===== src/rtl/register_file_stage.sv =====
// Register file stage of the multicycle MIPS datapath: 32-entry architectural
// register array, the A/B operand latches and the immediate extender.
module register_file_stage #(
  parameter int unsigned      WIDTH   = 32,
  parameter logic [WIDTH-1:0] SP_INIT = WIDTH'(32'h7FFF_EFFC),
  parameter logic [WIDTH-1:0] GP_INIT = WIDTH'(32'h1000_8000)
) (
  input  logic             clk,
  input  logic             rst,
  input  logic [31:0]      Instr,
  input  logic             RegWrite,
  input  logic             RegDst,
  input  logic             MemtoReg,
  input  logic             Ori,
  input  logic [WIDTH-1:0] ALUOut,
  input  logic [WIDTH-1:0] MemData,
  output logic [WIDTH-1:0] A,
  output logic [WIDTH-1:0] B,
  output logic [WIDTH-1:0] ExtImm,
  input  logic [4:0]       DbgAddr,
  output logic [WIDTH-1:0] DbgData
);

  logic [4:0]       rs, rt, rd, wa;
  logic [WIDTH-1:0] wd;
  logic [WIDTH-1:0] rd1, rd2, dbg_rd;
  logic [WIDTH-1:0] regs_q [32];
  logic [WIDTH-1:0] a_q, b_q;

  assign rs = Instr[25:21];
  assign rt = Instr[20:16];
  assign rd = Instr[15:11];

  // Write-back address and data selection
  always_comb begin
    wa = RegDst ? rd : rt;
    wd = MemtoReg ? MemData : ALUOut;
  end

  // Register array; entry 0 is held at zero and never written, so it folds away
  always_ff @(posedge clk or posedge rst) begin
    if (rst) begin
      for (int i = 0; i < 32; i++) begin
        regs_q[i] <= (i == 28) ? GP_INIT : (i == 29) ? SP_INIT : '0;
      end
    end else if (RegWrite && (wa != 5'd0)) begin
      regs_q[wa] <= wd;
    end
  end

  // Combinational read ports, address 0 forced to zero
  always_comb begin
    rd1    = '0;
    rd2    = '0;
    dbg_rd = '0;
    if (rs != 5'd0)      rd1    = regs_q[rs];
    if (rt != 5'd0)      rd2    = regs_q[rt];
    if (DbgAddr != 5'd0) dbg_rd = regs_q[DbgAddr];
  end

  // Operand latches load the pre-write array value every edge (no bypass)
  always_ff @(posedge clk or posedge rst) begin
    if (rst) begin
      a_q <= '0;
      b_q <= '0;
    end else begin
      a_q <= rd1;
      b_q <= rd2;
    end
  end

  // Outputs; extension rule fills every bit above the 16-bit immediate
  always_comb begin
    A       = a_q;
    B       = b_q;
    DbgData = dbg_rd;
    ExtImm  = {{(WIDTH - 16){Instr[15] & ~Ori}}, Instr[15:0]};
  end

endmodule


===== config.mk =====
export PLATFORM = sky130hd
export DESIGN_NAME = register_file_stage
export DESIGN_NICKNAME = d
export VERILOG_FILES = /design/src/rtl/register_file_stage.sv
export SDC_FILE = /design/constraint.sdc
export NUM_CORES = 2
export LEC_CHECK = 0
export BUFFER_PORTS_ARGS = -buffer_cell sky130_fd_sc_hd__buf_2
export CORE_MARGIN = 2
export CORE_UTILIZATION = 45
export DETAILED_ROUTE_END_ITERATION = 10
export PLACE_DENSITY = 0.71
export SETUP_SLACK_MARGIN = 0.02
export SYNTH_ARGS = -nofsm -noshare
export SYNTH_HDL_FRONTEND = slang
export SYNTH_SLANG_ARGS = --single-unit

===== constraint.sdc =====
create_clock -name clk -period 37.6 [get_ports clk]
set_input_delay 5.64 -clock clk [delete_from_list [all_inputs] [get_ports clk]]
set_output_delay 5.64 -clock clk [all_outputs]
set_load 0.01 [all_outputs]

==> results.txt <==
The filler cells instantiated in the layout total 12100. The logs give 0.454 for the initial standard-cell utilization of the core and 131000 um for the post-DP HPWL. The max-slew headroom at the worst pin was 0.0528. Clock buffer count from CTS: 112. After clock tree synthesis, the setup repair step added 0 buffers. Once detail routing completed, the nets flagged for antenna violations numbered 0.

Power spread over the standard cell area amounts to 55.4 mW/mm2. The number of cells produced by synthesis is 4399, and the worst setup slack before clock tree synthesis is 21.39 ns. Adding up every negative setup slack in the final design gives 0 ns. The tools report the startpoint of the worst hold path as regs_q[1000]$_DFFE_PP0P_.

The final route contains 45300 vias. The die footprint was 0.148 mm2. The overall track demand over capacity in global routing was 0.305; the final worst hold slack was 0.421 ns. The number of standard cells in the layout, taps in and fillers out was 6265.

The fraction of the yosys area taken by sequential cells is 0.418, and the count of different cell masters after synthesis is 43. After synthesis the netlist holds a flip-flop and latch count of 1088. The tools report the number of placement rows as 139. The root buffer cell chosen for the clock tree is sky130_fd_sc_hd__clkbuf_16.

The tree built by TritonCTS fans out to 1088 sinks. The number of pins with negative max-slew slack in the final report came out at 0. In this run the worst hold path is classified as flip-flop to flip-flop. The number of vias per cell after detailed routing came out at 7.23. In the final routed layout, each cell accounts on average for 36.0 um. IR analysis of the VDD net gives a maximum drop of 0.0000476 V. By startpoint and endpoint, the worst setup path is classified as primary input to output port. Static timing analysis puts the maximum clock frequency at 60.8 MHz.

Setup violations remaining at the end of the flow were counted as 0. The later pin in the worst-skew pair is clocked with a latency of 0.76 ns. Measured along the x axis, the die boundary spans 385 um. The number of antenna violations at the first check in global routing is 24.

The tools report the smallest setup slack after layout as 21.16 ns. The number of placed instances, taps included is 6054, and the layout cell share with drive strength beyond 1 is 0.492. Synthesis produced a netlist with a net count of 4506.

Setup repair after global routing left no endpoint under its margin. After detailed routing, the number of remaining DRC violations is 0. The data required time of the worst path was 31.96 ns; the first-pass iteration count of the detailed router was 6.

The mean instance size in the synthesized netlist works out to 14.8 um2. Summed over all layers, the global routing overflow is 0. The worst setup path startpoint is DbgAddr[2]. The standard cell core area is 0.144 mm2, and the number of global-route vias before repair is 45100. The quantity of hold-fixing buffers added after cts is 0.

The number of nets in the finished design was 4372. The final critical path time including I/O delays and setup was 16.44 ns; the final worst clock skew was 0.0285 ns. The run gives 0 as the hold violation total from the final report. The overall routed net length is 226000 um, and the I/O pin count is 235.

The category of the worst setup path capture point is an output port. STA classifies the critical path startpoint as a primary input. For the cell area after synthesis, the log shows 0.0652 mm2. Pin count of the biggest net entering global routing: 173. The count of input and output buffers was 206. The worst register-to-register path begins at regs_q[288]$_DFFE_PP0P_. The number of enable flip-flop cells after synthesis is 0. TritonCTS built the clock tree.

Data on the critical path arrives at its endpoint at 10.80 ns. The logs give 0 for the number of maximum-capacitance violations and 0 for the count of cells resized by post-cts repair. The share of flip-flops with an asynchronous set or reset after synthesis came out at 1.00. Registers take 0.0273 mm2. In this run the worst path has a maximum fanout of 88. The multi-input gate area in the final layout was 0.0352 mm2. The transition time of the tightest slew-check pin works out to 1.41 ns. The clock-pin slew on the worst setup and hold paths is 0.06 ns, and the area overhead of the layout relative to synthesis is 8.70%.

The vertical die dimension was 385 um; the wire length of the first global-routing pass was 326000 um. The static leakage power is 29.6 nW. In the synthesized netlist the dominant register cell turns out to be sky130_fd_sc_hd__dfrtp_1. Yosys printed 0 warnings. The flow ran to the end, and the final reports show no timing, DRC or antenna violations. In this run, the number of DRC markers left after iteration 0 of detailed routing was 6366. The clock passes through at most 3 buffers. Routability-driven placement finished with a final weighted congestion of 0.872. The part of the cycle the worst path needs was 0.437. The CTS H-tree depth was 3.
[report_power, final]
part / internal [mW] / switching (mW) / total [mW] / leakage, nW
Combinational: 0.583 / 0.412 / 0.994 / 13.8
Clock: 0.714 / 0.502 / 1.22 / 1.95
Sequential: 1.45 / 0.265 / 1.72 / 13.9
[cells by family (layout without fill, tap and decap cells)]
group	count (synthesis)	after routing	share of synthesized area
simple gates	189	189	0.0166
buf+inv	573	532	0.0455
other cells	0	4	0
mux	2018	2018	0.460
compound gates	531	531	0.0601
flops	1088	1088	0.418
[synth_stat cells, drive strengths merged (25+ instances only)]
library cell / number / area [um2]
mux2i: 257 / 2580
a311oi: 64 / 561
nor2b: 74 / 465
dfstp: 30 / 788
dfrtp: 1058 / 26500
buf: 305 / 1960
a22oi: 96 / 721
o21ai: 145 / 782
mux4: 672 / 15100
mux2: 1089 / 12300
clkbuf: 264 / 991
a31oi: 32 / 200
a221oi: 71 / 622
a211oi: 64 / 480
nand2: 50 / 188
nor2: 33 / 181
o2111ai: 25 / 219
a221o: 32 / 320
[per-stage QoR]
stage / total power, mW / util / area, um2
finish: 3.93 / 0.493 / 70900
global route: 4.08 / 0.493 / 70900
CTS: 3.91 / 0.493 / 70900
detailed placement: 2.70 / 0.466 / 66900
global placement: 2.65 / 0.466 / 66900
floorplan: 2.41 / - / 65200
[placed cells by master (no fill, tap or decap), types with 5 or more instances in the layout]
| cell | instances |
|---|---|
| sky130_fd_sc_hd__nand2_1 | 50 |
| sky130_fd_sc_hd__nor2b_1 | 65 |
| sky130_fd_sc_hd__a211oi_1 | 64 |
| sky130_fd_sc_hd__a31oi_1 | 32 |
| sky130_fd_sc_hd__clkbuf_8 | 25 |
| sky130_fd_sc_hd__o21ai_2 | 6 |
| sky130_fd_sc_hd__bufinv_16 | 16 |
| sky130_fd_sc_hd__clkbuf_1 | 21 |
| sky130_fd_sc_hd__o21ai_0 | 121 |
| sky130_fd_sc_hd__mux2i_1 | 256 |
| sky130_fd_sc_hd__buf_8 | 6 |
| sky130_fd_sc_hd__and3b_1 | 5 |
| sky130_fd_sc_hd__a221o_1 | 32 |
| sky130_fd_sc_hd__a221oi_1 | 71 |
| sky130_fd_sc_hd__buf_4 | 112 |
| sky130_fd_sc_hd__nor2_4 | 27 |
| sky130_fd_sc_hd__mux2_1 | 231 |
| sky130_fd_sc_hd__a311oi_1 | 64 |
| sky130_fd_sc_hd__mux2_2 | 858 |
| sky130_fd_sc_hd__nor2b_4 | 9 |
| sky130_fd_sc_hd__nand2b_2 | 8 |
| sky130_fd_sc_hd__dfrtp_1 | 1058 |
| sky130_fd_sc_hd__o21ai_1 | 15 |
| sky130_fd_sc_hd__buf_2 | 197 |
| sky130_fd_sc_hd__clkbuf_16 | 114 |
| sky130_fd_sc_hd__a22oi_1 | 96 |
| sky130_fd_sc_hd__mux4_2 | 672 |
| sky130_fd_sc_hd__dfstp_2 | 30 |
| sky130_fd_sc_hd__clkinv_2 | 21 |
| sky130_fd_sc_hd__o2111ai_1 | 25 |
[registers in the layout, indices dropped and copies added (netlist names)]
register / count
B: 32
regs_q: 1024
A: 32
[metal layers]
| metal | wire, um | share of wire | GRT usage |
|---|---|---|---|
| met2 | 96100 | 0.43 | 0.434 |
| met3 | 32800 | 0.15 | 0.123 |
| met5 | 116 | 0.00051 | 0 |
| met4 | 11300 | 0.050 | 0.128 |
| met1 | 85500 | 0.38 | 0.412 |
[path summary, 6_finish.rpt]
| kind | cells after the start | to | slack, ns |
|---|---|---|---|
| max in group asynchronous | 6 | A[17]$_DFF_PP0_ | 28.95 |
| min | 0 | regs_q[1000]$_DFFE_PP0P_ | 0.42 |
| min in group asynchronous | 2 | regs_q[548]$_DFFE_PP0P_ | 5.05 |
| max | 9 | DbgData[18] | 21.16 |
| max reg2reg | 4 | A[0]$_DFF_PP0_ | 35.32 |
| min reg2reg | 0 | regs_q[1000]$_DFFE_PP0P_ | 0.42 |
[layout make-up]
cell class | count | share of cell area
Tap cell | 1903 | 0.0336
Clock buffer | 160 | 0.0462
Timing Repair Buffer | 321 | 0.0284
Clock inverter | 47 | 0.00964
Inverter | 4 | 0.000424
Sequential cell | 1088 | 0.385
Multi-Input combinational cell | 2738 | 0.497
Antenna cell | 4 | 0.000141
[critical path, cell delays in order]
cell and delay, ns:
sky130_fd_sc_hd__buf_8 0.54, sky130_fd_sc_hd__buf_4 0.65, sky130_fd_sc_hd__buf_4 0.71, sky130_fd_sc_hd__buf_4 0.93
sky130_fd_sc_hd__mux4_2 0.38, sky130_fd_sc_hd__mux2_2 0.17, sky130_fd_sc_hd__o21ai_0 0.07, sky130_fd_sc_hd__a311oi_1 1.03
sky130_fd_sc_hd__buf_2 0.40
Power figures use the tool's default switching activity.
